===== config.mk =====
export PLATFORM = sky130hd
export DESIGN_NAME = dtfag_exp_seq_flat
export DESIGN_NICKNAME = d
export VERILOG_FILES = /design/src/rtl/dtfag_exp_seq_pkg.sv /design/src/rtl/dtfag_exp_seq_if.sv /design/src/rtl/dtfag_exp_acc.sv /design/src/rtl/dtfag_exp_seq.sv /design/src/flat_wrapper.sv
export SDC_FILE = /design/constraint.sdc
export NUM_CORES = 1
export LEC_CHECK = 0
export ABC_AREA = 1
export CORE_MARGIN = 3
export CORE_UTILIZATION = 40
export DETAILED_ROUTE_END_ITERATION = 7
export SLEW_MARGIN = 15
export SYNTH_ARGS = -nofsm -noshare
export SYNTH_HDL_FRONTEND = slang
export SYNTH_SLANG_ARGS = --single-unit

===== constraint.sdc =====
create_clock -name clk -period 1.8 [get_ports clk]
set_input_delay 0.18 -clock clk [delete_from_list [all_inputs] [get_ports clk]]
set_output_delay 0.18 -clock clk [all_outputs]
set_load 0.02 [all_outputs]

===== src/rtl/dtfag_exp_seq_pkg.sv =====
// Shared widths, FSM encoding and digit-slice offsets for the DTFAG exponent sequencer.
package dtfag_exp_seq_pkg;

    localparam int unsigned RADIX_W = 4;
    localparam int unsigned EXP_W   = 3 * RADIX_W;
    localparam int unsigned CNT_W   = EXP_W + 1;

    // Digit positions inside an exponent e = {t, i, j}
    localparam int unsigned J_OFF = 0;
    localparam int unsigned I_OFF = RADIX_W;
    localparam int unsigned T_OFF = 2 * RADIX_W;

    localparam logic [1:0] ST_IDLE_ENC = 2'd0;
    localparam logic [1:0] ST_RUN_ENC  = 2'd1;
    localparam logic [1:0] ST_FIN_ENC  = 2'd2;

    typedef enum logic [1:0] {
        ST_IDLE = ST_IDLE_ENC,
        ST_RUN  = ST_RUN_ENC,
        ST_FIN  = ST_FIN_ENC
    } state_t;

    // Largest meaningful element count when the index is bit-reversed
    localparam logic [CNT_W-1:0] MAX_COUNT = CNT_W'(1) << EXP_W;

endpackage


===== src/rtl/dtfag_exp_seq_if.sv =====
// Output stream from the exponent sequencer to the AGU / twiddle ROM.
interface dtfag_exp_seq_if;
    import dtfag_exp_seq_pkg::*;

    logic               out_valid;
    logic               out_ready;
    logic [RADIX_W-1:0] DTFAG_t;
    logic [RADIX_W-1:0] DTFAG_i;
    logic [RADIX_W-1:0] DTFAG_j;
    logic               ROM_CEN;

    modport master (
        output out_valid, DTFAG_t, DTFAG_i, DTFAG_j, ROM_CEN,
        input  out_ready
    );

    modport slave (
        input  out_valid, DTFAG_t, DTFAG_i, DTFAG_j, ROM_CEN,
        output out_ready
    );

endinterface


===== src/rtl/dtfag_exp_acc.sv =====
// Exponent accumulator: load base, step by stride, else hold.
// DTFAG_SEQ_BITREV_EN selects a bit-reversed element index (multiply-free).
module dtfag_exp_acc
    import dtfag_exp_seq_pkg::*;
(
    input  logic             clk,
    input  logic             rst,
    input  logic             load,
    input  logic             step,
    input  logic [EXP_W-1:0] base,
    input  logic [EXP_W-1:0] stride,
    output logic [EXP_W-1:0] exp_q
);

    logic [EXP_W-1:0] stride_q;
    logic [EXP_W-1:0] delta_c;

`ifdef DTFAG_SEQ_BITREV_EN
    logic [EXP_W-1:0] rev_q;
    logic [EXP_W-1:0] rev_next_c;
    logic             found_c;

    // Reverse-increment of the index: flip ones from the MSB down through the first zero at
    // position p. The exponent then moves by 2^p - (2^EXP_W - 2^(p+1)) = 3*stride << p (mod 2^EXP_W).
    always_comb begin
        rev_next_c = rev_q;
        delta_c    = '0;
        found_c    = 1'b0;
        for (int b = EXP_W - 1; b >= 0; b--) begin
            if (!found_c) begin
                rev_next_c[b] = ~rev_q[b];
                if (!rev_q[b]) begin
                    found_c = 1'b1;
                    delta_c = EXP_W'((stride_q + (stride_q << 1)) << b);
                end
            end
        end
    end

    always_ff @(posedge clk) begin
        if (rst) begin
            rev_q <= '0;
        end else if (load) begin
            rev_q <= '0;
        end else if (step) begin
            rev_q <= rev_next_c;
        end
    end
`else
    always_comb delta_c = stride_q;
`endif

    always_ff @(posedge clk) begin
        if (rst) begin
            exp_q    <= '0;
            stride_q <= '0;
        end else if (load) begin
            exp_q    <= base;
            stride_q <= stride;
        end else if (step) begin
            exp_q    <= exp_q + delta_c;
        end
    end

endmodule


===== src/rtl/dtfag_exp_seq.sv =====
// DTFAG twiddle-exponent sequencer: issues base + k*stride over a valid/ready stream.
// Optional bit-reversed index order under DTFAG_SEQ_BITREV_EN.
module dtfag_exp_seq
    import dtfag_exp_seq_pkg::*;
(
    input  logic                  clk,
    input  logic                  rst,
    input  logic                  start,
    input  logic [EXP_W-1:0]      cfg_base,
    input  logic [EXP_W-1:0]      cfg_stride,
    input  logic [CNT_W-1:0]      cfg_count,
    dtfag_exp_seq_if.master       bus,
    output logic                  busy,
    output logic                  done
);

    state_t           state_q, state_d;
    logic [CNT_W-1:0] k_q, k_d;
    logic [CNT_W-1:0] count_q, count_d;
    logic [CNT_W-1:0] count_clip_c;
    logic             out_valid_q, busy_q, done_q;
    logic             handshake_c, last_c, load_c, step_c;
    logic [EXP_W-1:0] exp_q;

    always_comb handshake_c = out_valid_q & bus.out_ready;
    always_comb last_c      = (k_q == count_q - CNT_W'(1));

`ifdef DTFAG_SEQ_BITREV_EN
    always_comb count_clip_c = (cfg_count > MAX_COUNT) ? MAX_COUNT : cfg_count;
`else
    always_comb count_clip_c = cfg_count;
`endif

    always_ff @(posedge clk) begin
        if (rst) begin
            state_q     <= ST_IDLE;
            k_q         <= '0;
            count_q     <= '0;
            out_valid_q <= 1'b0;
            busy_q      <= 1'b0;
            done_q      <= 1'b0;
        end else begin
            state_q     <= state_d;
            k_q         <= k_d;
            count_q     <= count_d;
            out_valid_q <= (state_d == ST_RUN);
            busy_q      <= (state_d == ST_RUN);
            done_q      <= (state_d == ST_FIN);
        end
    end

    // Next state plus accumulator control; start only honoured in IDLE
    always_comb begin
        state_d = state_q;
        k_d     = k_q;
        count_d = count_q;
        load_c  = 1'b0;
        step_c  = 1'b0;
        case (state_q)
            ST_IDLE: begin
                if (start) begin
                    if (cfg_count != '0) begin
                        load_c  = 1'b1;
                        count_d = count_clip_c;
                        k_d     = '0;
                        state_d = ST_RUN;
                    end else begin
                        state_d = ST_FIN;
                    end
                end
            end
            ST_RUN: begin
                if (handshake_c) begin
                    if (last_c) begin
                        state_d = ST_FIN;
                    end else begin
                        step_c = 1'b1;
                        k_d    = k_q + CNT_W'(1);
                    end
                end
            end
            ST_FIN:  state_d = ST_IDLE;
            default: state_d = ST_IDLE;
        endcase
    end

    dtfag_exp_acc u_acc (
        .clk    (clk),
        .rst    (rst),
        .load   (load_c),
        .step   (step_c),
        .base   (cfg_base),
        .stride (cfg_stride),
        .exp_q  (exp_q)
    );

    assign bus.out_valid = out_valid_q;
    assign bus.DTFAG_t   = exp_q[T_OFF +: RADIX_W];
    assign bus.DTFAG_i   = exp_q[I_OFF +: RADIX_W];
    assign bus.DTFAG_j   = exp_q[J_OFF +: RADIX_W];
    assign bus.ROM_CEN   = ~handshake_c;
    assign busy          = busy_q;
    assign done          = done_q;

endmodule


===== src/flat_wrapper.sv =====
// flat-port wrapper written by rule: the top's interface ports become plain ports
module dtfag_exp_seq_flat import dtfag_exp_seq_pkg::*;
  (clk, rst, start, cfg_base, cfg_stride, cfg_count, busy, done, bus_out_valid, bus_DTFAG_t, bus_DTFAG_i, bus_DTFAG_j, bus_ROM_CEN, bus_out_ready);
  dtfag_exp_seq_if bus_i ();
  input  logic clk;
  input  logic rst;
  input  logic start;
  input  logic [EXP_W-1:0] cfg_base;
  input  logic [EXP_W-1:0] cfg_stride;
  input  logic [CNT_W-1:0] cfg_count;
  output logic busy;
  output logic done;
  output wire logic [$bits(bus_i.out_valid)-1:0] bus_out_valid;
  output wire logic [$bits(bus_i.DTFAG_t)-1:0] bus_DTFAG_t;
  output wire logic [$bits(bus_i.DTFAG_i)-1:0] bus_DTFAG_i;
  output wire logic [$bits(bus_i.DTFAG_j)-1:0] bus_DTFAG_j;
  output wire logic [$bits(bus_i.ROM_CEN)-1:0] bus_ROM_CEN;
  input wire logic [$bits(bus_i.out_ready)-1:0] bus_out_ready;
  assign bus_out_valid = bus_i.out_valid;
  assign bus_DTFAG_t = bus_i.DTFAG_t;
  assign bus_DTFAG_i = bus_i.DTFAG_i;
  assign bus_DTFAG_j = bus_i.DTFAG_j;
  assign bus_ROM_CEN = bus_i.ROM_CEN;
  assign bus_i.out_ready = bus_out_ready;
  dtfag_exp_seq u_core (.clk(clk), .rst(rst), .start(start), .cfg_base(cfg_base), .cfg_stride(cfg_stride), .cfg_count(cfg_count), .bus(bus_i), .busy(busy), .done(done));
endmodule

# After elaboration in Yosys (flattened, before gate mapping)
# Cells that the tools add are included.
totals:
  reg_bits: 54
  in_bits: 41
  output_inout_bits: 16
  elab_cells: 44
op_classes:
  addsub: 3
  eq_ne: 8
  mux: 18
  bitwise: 2
  reduce_logical: 6
ops:
  columns: ["op", "count"]
  rows:
  - ["$mux 13", 4]
  - ["$pmux 13 s2", 1]
  - ["$mux 12", 2]
  - ["$add 13x1->13 const B", 1]
  - ["$eq 13x13->1", 1]
  - ["$reduce_bool 13->1", 1]
  - ["$sub 13x1->13 const B", 1]
  - ["$add 12x12->12", 1]
  - ["$mux 2", 4]
  - ["$mux 1", 6]
  - ["$reduce_and 5->1", 1]
  - ["$eq 2x1->1 const B", 2]
  - ["$ne 2x1->1 const B", 2]
  - ["$ne 2x2->1 const B", 2]
  - ["$pmux 2 s2", 1]
  - ["$reduce_bool 2->1", 2]
  - ["$reduce_and 3->1", 1]
  - ["$eq 2x2->1 const B", 1]
  - ["$logic_not 2->1", 1]
  - ["$and 1x1->1", 1]
  - ["$not 1->1", 1]

# Logic depth before layout (Yosys ltp)
# Gate-level depths: netlist (run 1).
depth:
  word_depth: 7
  mapped_depth: 17
  mapped_depth_nobuf: 16

# By module
# Synthesis (run 1) repeated with hierarchy kept, for this count alone.
unflattened:
  hier_cells: 580
  area_unflattened_um2: 3701.0
modules_own_cells:
  columns: ["module", "n_inst", "cells_each", "area_each_um2", "seq_area_each_um2"]
  rows:
  - ["dtfag_exp_seq", 1, 349, 2188.3, 600.6]
  - ["dtfag_exp_acc", 1, 231, 1512.7, 480.5]

# Worst setup path before layout (run 1)
# OpenSTA, ideal clock, no wires.
synth_timing:
  path_type: "reg-to-reg"
  start: "reg u_core.u_acc.exp_q[0]"
  end: "reg u_core.u_acc.exp_q[6]"
  setup_time_ns: 0.064
  arrival_ns: 1.940
  t_required_ns: 1.736
  setup_slack_ns: -0.204
  path_stages_with_launch: 16
  n_path_buf: 0
  period_less_slack_ns: 2.004
  path_cell_list: "dfxtp_1 ha_1 inv_1 fa_1 inv_1 nand3_1 nand2_1 nand2_1 nand2_1 nand2_1 nand2_1 nor2_1 o21a_1 nand3_1 nand2_1 nor2_1"
synth_via:
  elab_chain_cells: 3
synth_rtl:
  columns: ["element", "line", "text"]
  rows:
  - ["start, declared", "dtfag_exp_acc.sv:12", "output logic [EXP_W-1:0] exp_q"]
  - ["start signal, assigned", "dtfag_exp_acc.sv:58", "exp_q <= base;"]
  - ["start signal, assigned", "dtfag_exp_acc.sv:61", "exp_q <= exp_q + delta_c;"]
  - ["$add 12x12->12", "dtfag_exp_acc.sv:61", null]
  - ["$mux 12", "dtfag_exp_acc.sv:60", "end else if (step) begin"]
  - ["$mux 12", "dtfag_exp_acc.sv:57", "end else if (load) begin"]
# Every way passes these cells. The select of a mux whose other input is x is not followed.
# A chain may end at the register's enable or synchronous reset.

# Final worst setup path (run 1)
layout_timing:
  start: "reg u_core.count_q[1]"
  end: "reg u_core.k_q[7]"
layout_via:
  elab_chain_cells: 4
layout_rtl:
  columns: ["element", "line", "text"]
  rows:
  - ["start, declared", "dtfag_exp_seq.sv:19", "logic [CNT_W-1:0] count_q, count_d;"]
  - ["start signal, assigned", "dtfag_exp_seq.sv:45", "count_q <= count_d;"]
  - ["$sub 13x1->13", "dtfag_exp_seq.sv:26", "always_comb last_c = (k_q == count_q - CNT_W'(1));"]
  - ["$eq 13x13->1", "dtfag_exp_seq.sv:26", null]
  - ["$ne 2x2->1 (no source line)", null, null]
  - ["$reduce_and 5->1 (no source line)", null, null]
  - ["end signal, assigned", "dtfag_exp_seq.sv:44", "k_q <= k_d;"]
  - ["end, declared", "dtfag_exp_seq.sv:18", "logic [CNT_W-1:0] k_q, k_d;"]
# Every way passes these cells.

==> impl_metrics.json, run 1 <==
{
  "outcome": "complete, but fails checks",
  "violations": "setup timing",
  "wl_per_cell_microns": 13.6,
  "coreArea_sq_um": 8420,
  "synth_seq_cells": 54,
  "synthArstFlopShare": 0,
  "synth_common_cells": "141 x nand2_1, 74 x nand3_1, 71 x nor2_1",
  "worstSetupStartpointType": "flip-flop",
  "synth_flop_cell": "dfxtp_1",
  "finalWorstSetupSlack_ns": -0.149,
  "p_per_area_nw_per_um2": 637,
  "p_leak_nw": 2.13,
  "insertion_delay_ns": 0.31,
  "diodes": 0,
  "holdBufCountCts": 0,
  "power_frac_comb": 0.352,
  "register_area_sq_um": 1090,
  "cts_max_level": 2,
  "drc": 0,
  "crit_buf_inv": 3,
  "r2r_slack_ns": -0.15,
  "cts_tree": "yes",
  "synthTopCellsByArea": "dfxtp_1 30%, nand2_1 15%, nand3_1 10%, nor2_1 7.5%, a21oi_1 6.7%",
  "finalInstanceArea_sq_um": 4930,
  "pwr-share-clk": 0.223,
  "syn_inst": 560,
  "hold_viol": 0,
  "slew_headroom": 0.726,
  "r2r_cells": 13,
  "synth_top_cell_area_share": 0.303,
  "numCtsBuffers": 5,
  "setup_viol": 29,
  "drv_cap": 0,
  "finalPower_w": 0.00314,
  "place_area_sq_um": 4680,
  "cp_cell_sequence": "inv_2 > ha_4 > nand2_4 > nor2_4 > buf_6 > xor2_1 > nand2_1 > nor2_2 > nand4_4 > nand2_4 > clkbuf_16 > nand2_1 > a21oi_1",
  "swShare": 0.342,
  "num_rows": 33,
  "syn_to_final_growth_pct": 38.4,
  "netlist_area_sq_um": 3560,
  "drtPass1Iterations": 5,
  "fin_util": 0.585,
  "cp.required_ns": 2.04,
  "p_sw_w": 0.00107,
  "fin_nets": 722,
  "synth_nets": 615,
  "tightest_slew_ns": 0.407,
  "ir_drop_mv": 0.432,
  "io_pins": 57,
  "syn_area_per_cell_sq_um": 6.36,
  "ys_types": 34,
  "root_buffer": "clkbuf_8",
  "multi_input_area_sq_um": 2330,
  "hold_depth": 3,
  "min_period_ns": 1.95,
  "io_buffers": 56,
  "rr_startpoint": "u_core.count_q[1]",
  "dr_total_vias": 3876,
  "initial_core_util": 0.423,
  "arrival_ns": 2.19,
  "clk_pin_slew_ns": 0.11,
  "yosysWarningCount": 0,
  "drive_above_1_share": 0.189,
  "grt_pass1_vias": 3692,
  "grt_overflow": 0,
  "synth.largest_area_cell": "dfxtp_1",
  "critPathKind": "reg2reg",
  "yosysSeqAreaShare": 0.303,
  "ant_nets": 0,
  "reg2reg_to": "u_core.k_q[7]",
  "hold_class": "in2reg",
  "antenna_found_initial": 0,
  "critical_path.endpoint_type": "flip-flop",
  "power_frac_seq": 0.425,
  "fin_crit_sh": 1.08,
  "wirelength_microns": 10500,
  "max_freq_ghz": 0.513,
  "viasPerCell": 5.01,
  "fin_skew_ns": 0.00772,
  "gp_congestion": 0.909,
  "synth_edf_count": 0,
  "drt_iter0_markers": 226,
  "die_w_microns": 100,
  "nFillCells": 827,
  "slowest_stage": "dfxtp_2",
  "slew_viol_final": 0,
  "cts_sinks": 54,
  "critPathMaxFanout": 6,
  "slowest_delay_ns": 0.35,
  "synth_most_common_cell": "nand2_1",
  "dieArea_sq_um": 10100,
  "p_int_w": 0.00206,
  "cp_top_family": "simple AND/OR/NAND/NOR gates",
  "worstHoldStart": "cfg_stride[2]",
  "grt_max_degree": 33,
  "rsz0062_at_grt": "true",
  "clockBufferDepth": 2,
  "whs_endpoint": "u_core.u_acc.delta_c[2]",
  "grt_use_total": 0.211,
  "dpl.hpwl_microns": 7970,
  "grt_pass1_wl_microns": 17400,
  "die-height_microns": 100
}
[how the worst max path moves through the flow]
stage,from,end,slack [ns],depth (start not counted)
after floorplan,u_core.count_q[0],u_core.u_acc.exp_q[1],-0.06,14
after global placement,cfg_count[0],u_core.u_acc.exp_q[9],-0.33,12
after detailed placement,cfg_count[0],u_core.u_acc.exp_q[9],-0.34,12
after CTS,u_core.count_q[1],u_core.done,-0.13,13
after global routing,u_core.count_q[1],u_core.k_q[2],-0.30,13
final,u_core.count_q[1],u_core.k_q[7],-0.15,13
[cell type report]
| cell class | count | share of cell area |
|---|---|---|
| clock inverters | 2 | 0.00279 |
| inverters | 48 | 0.0376 |
| well taps | 105 | 0.0266 |
| flip-flops and latches | 54 | 0.221 |
| multi-input cells | 435 | 0.472 |
| repair buffers | 123 | 0.226 |
| clock buffers | 6 | 0.0147 |
[placed cells by master, fill, tap and decap left out, drive strengths merged]
cell / netlist / final
a21oi: 48 / 48
xor2: 15 / 15
nor2: 79 / 79
o21ai: 28 / 28
xnor2: 4 / 4
ha: 13 / 13
clkdlybuf4s50: 0 / 56
a31oi: 1 / 1
o21a: 1 / 1
nand3: 74 / 74
nand4: 7 / 7
nor3b: 3 / 3
nand2: 144 / 144
clkbuf: 13 / 7
nor3: 5 / 5
o21bai: 2 / 2
nand3b: 5 / 5
or2: 1 / 1
dfxtp: 54 / 54
buf: 10 / 66
nor4: 4 / 4
inv: 48 / 48
fa: 1 / 1
clkinv: 0 / 2
[power by group through the flow]
stage / combinational, W / clock (W) / sequential, W
finish: 0.00110 / 0.000701 / 0.00133
global route: 0.00122 / 0.000758 / 0.00135
CTS: 0.00107 / 0.000730 / 0.00133
detailed placement: 0.00105 / 0 / 0.00136
global placement: 0.00103 / 0 / 0.00136
floorplan: 0.000585 / 0 / 0.00139
[state kept, by name (all words and copies together) (netlist names)]
| signal | flops |
|---|---|
| u_core.done | 1 |
| u_core.count_q | 13 |
| u_core.bus.out_valid | 1 |
| u_core.k_q | 13 |
| u_core.u_acc.delta_c | 12 |
| u_core.state_q | 2 |
| u_core.u_acc.exp_q | 12 |
[cells by family (layout without fill, tap and decap cells)]
| family | Yosys count | after routing | share of synthesized area |
|---|---|---|---|
| DFF | 54 | 54 | 0.303 |
| adders and majority gates | 14 | 14 | 0.0513 |
| and+or+nand+nor | 322 | 322 | 0.400 |
| buffers and inverters | 71 | 179 | 0.0839 |
| AOI/OAI and AO/OA | 80 | 80 | 0.115 |
| xor gates and xnor gates | 19 | 19 | 0.0467 |
[worst register-to-register path, delay by kind of cell, from the launching register on]
family	cells	cell delay [ns]
buf+inv	3	0.34
compound gates	1	0.11
simple gates	7	0.77
flops	1	0.35
xor+xnor	1	0.13
fa+ha+maj	1	0.17
[routing by layer]
metal	global-route usage	wire (microns)
met1	0.308	5340
met2	0.333	4520
met3	0.0285	572
met4	0.0404	84
met5	0	0
[per-stage QoR]
step	hold slack [ns]	setup TNS [ns]	instances	setup slack, ns
final	0.439	-3.16	773	-0.149
after global routing	0.442	-7.44	773	-0.295
after floorplan	0.348	-0.469	560	-0.0610
after CTS	0.431	-2.76	772	-0.133
after global placement	0.461	-13.18	764	-0.329
after detailed placement	0.464	-14.70	764	-0.337
[repair_timing]
action                                  4_1_cts  5_1_grt
hold endpoints to repair                      0        0
cloned                                        0        1
buffers inserted                              0        0
endpoints found under the setup margin       37       51
pin swaps                                     3        3
gates resized for setup                      13       25
Power figures use the tool's default switching activity.
==> run 2, diff against run 1 <==
--- a/config.mk
+++ b/config.mk
@@ -6,6 +6,7 @@
 export NUM_CORES = 1
 export LEC_CHECK = 0
 export ABC_AREA = 1
+export CORE_ASPECT_RATIO = 1.75
 export CORE_MARGIN = 3
 export CORE_UTILIZATION = 40
 export DETAILED_ROUTE_END_ITERATION = 7
==> run 2 against run 1 <==
Largest cell class unchanged. Highest routed layer unchanged. Flip-flop and latch count unchanged. Cell area up 5.8%. Largest power group unchanged. Critical path depth unchanged. The flow still finishes with violations (setup timing).
==> impl_metrics.json, run 2 (same netlist as run 1, synthesis figures left out) <==
{
  "die-height_microns": 131,
  "root_buffer": "clkbuf_16",
  "slew_headroom": 0.697,
  "setup_viol": 29,
  "syn_to_final_growth_pct": 46.5,
  "wirelength_microns": 11600,
  "fin_crit_sh": 1.11,
  "dpl.hpwl_microns": 8950,
  "hold_viol": 0,
  "antenna_found_initial": 0,
  "insertion_delay_ns": 0.30,
  "finalPower_w": 0.00383,
  "grt_overflow": 0,
  "clk_pin_slew_ns": 0.07,
  "wl_per_cell_microns": 14.6,
  "grt_pass1_vias": 4072,
  "finalWorstSetupSlack_ns": -0.197,
  "num_rows": 45,
  "mostFrequentLayoutCell": "nand2_1",
  "hold_class": "in2reg",
  "slew_viol_final": 0,
  "die_w_microns": 77.4,
  "drv_cap": 0,
  "drive_above_1_share": 0.219,
  "numCtsBuffers": 5,
  "diodes": 0,
  "cts_tree": "yes",
  "fin_skew_ns": 0.00522,
  "fin_util": 0.602,
  "reg2reg_to": "u_core.k_q[0]",
  "grt_max_degree": 33,
  "rsz0062_at_grt": "true",
  "dr_total_vias": 4061,
  "worstHoldStart": "cfg_stride[4]",
  "hold_depth": 3,
  "initial_core_util": 0.411,
  "arrival_ns": 2.24,
  "critPathKind": "reg2reg",
  "drc": 0,
  "clockBufferDepth": 2,
  "fin_nets": 731,
  "tightest_slew_ns": 0.450,
  "p_leak_nw": 2.23,
  "worst_hold_slack_ns": 0.454,
  "rr_startpoint": "u_core.count_q[1]",
  "critical_path.endpoint_type": "flip-flop",
  "holdBufCountCts": 0,
  "io_pins": 57,
  "coreArea_sq_um": 8670,
  "worstSetupStartpointType": "flip-flop",
  "cts_max_level": 2,
  "gp_congestion": 0.924,
  "drtPass1Iterations": 4,
  "critPathMaxFanout": 7,
  "violations": "setup timing",
  "r2r_slack_ns": -0.20,
  "ir_drop_mv": 0.440,
  "grt_use_total": 0.232,
  "ant_nets": 0,
  "drt_iter0_markers": 206,
  "cts_sinks": 54,
  "p_per_area_nw_per_um2": 733,
  "io_buffers": 56,
  "outcome": "complete, but fails checks",
  "grt_pass1_wl_microns": 18600,
  "max_freq_ghz": 0.501,
  "dieArea_sq_um": 10100,
  "cp.required_ns": 2.04,
  "r2r_cells": 13,
  "final_cell_mix": "129 x nand2_1, 70 x nand3_1, 68 x nor2_1, 68 x buf_4, 56 x clkdlybuf4s50_1",
  "whs_endpoint": "u_core.u_acc.delta_c[4]",
  "viasPerCell": 5.11,
  "top_regs": "u_core.count_q x13, u_core.k_q x13",
  "min_period_ns": 2.00
}
run 2: where the power goes:
part | internal (W) | switching (W) | leakage, nW | total, W
Sequential | 0.00127 | 0.0000749 | 0.446 | 0.00135
Clock | 0.000801 | 0.000492 | 0.0940 | 0.00129
Combinational | 0.000570 | 0.000618 | 1.69 | 0.00119
Total | 0.00264 | 0.00118 | 2.23 | 0.00383
run 2: worst max-delay path, cell delays in order (launching register included):
cell and delay [ns]:
dfxtp_2 0.34, inv_2 0.07, ha_4 0.16, nand2_4 0.06, nor2_4 0.15, buf_6 0.14
xor2_4 0.17, nand2_2 0.08, nor2_4 0.12, nand4_4 0.14, nand2_4 0.14, clkbuf_16 0.16
nand2_1 0.06, a21oi_2 0.11
run 2: metal layers:
| layer | wire length [microns] | track usage | share of wire |
|---|---|---|---|
| met1 | 4080 | 0.210 | 0.35 |
| met2 | 6680 | 0.487 | 0.57 |
| met3 | 353 | 0.0329 | 0.030 |
| met4 | 522 | 0.115 | 0.045 |
| met5 | 0 | 0 | 0 |
run 2: metrics by stage:
stage / setup slack (ns) / instance area [sq um] / instances / TNS [ns]
global route: -0.316 / 5220 / 794 / -8.06
floorplan: -0.0610 / 3600 / 560 / -0.469
CTS: -0.156 / 5030 / 790 / -3.72
global placement: -0.237 / 4760 / 781 / -8.58
detailed placement: -0.407 / 4760 / 781 / -16.57
finish: -0.197 / 5220 / 794 / -4.41
run 2: worst max path at each step:
stage                 startpoint               endpoint  slack, ns  cells after the start
2_1_floorplan  u_core.count_q[0]  u_core.u_acc.exp_q[1]      -0.06                     14
3_3_place_gp       cfg_count[10]  u_core.u_acc.exp_q[9]      -0.24                     13
3_5_place_dp        cfg_count[0]  u_core.u_acc.exp_q[9]      -0.41                     12
4_1_cts        u_core.count_q[1]          u_core.k_q[8]      -0.16                     12
5_1_grt        u_core.count_q[1]         u_core.k_q[10]      -0.32                     14
6_report       u_core.count_q[1]          u_core.k_q[0]      -0.20                     13
run 2: cell type report:
cell class | count | area [sq um]
Inverter | 48 | 185
Fill cell | 884 | 3450
Timing Repair Buffer | 132 | 1200
Sequential cell | 54 | 1090
Clock inverter | 3 | 68.8
Clock buffer | 5 | 125
Tap cell | 117 | 146
Multi-Input combinational cell | 435 | 2400
run 2: repair_timing:
item	in CTS	in global routing
resized for setup	18	34
pin swaps	6	18
gates cloned	0	1
setup endpoints to repair	42	46
buffers inserted	1	3
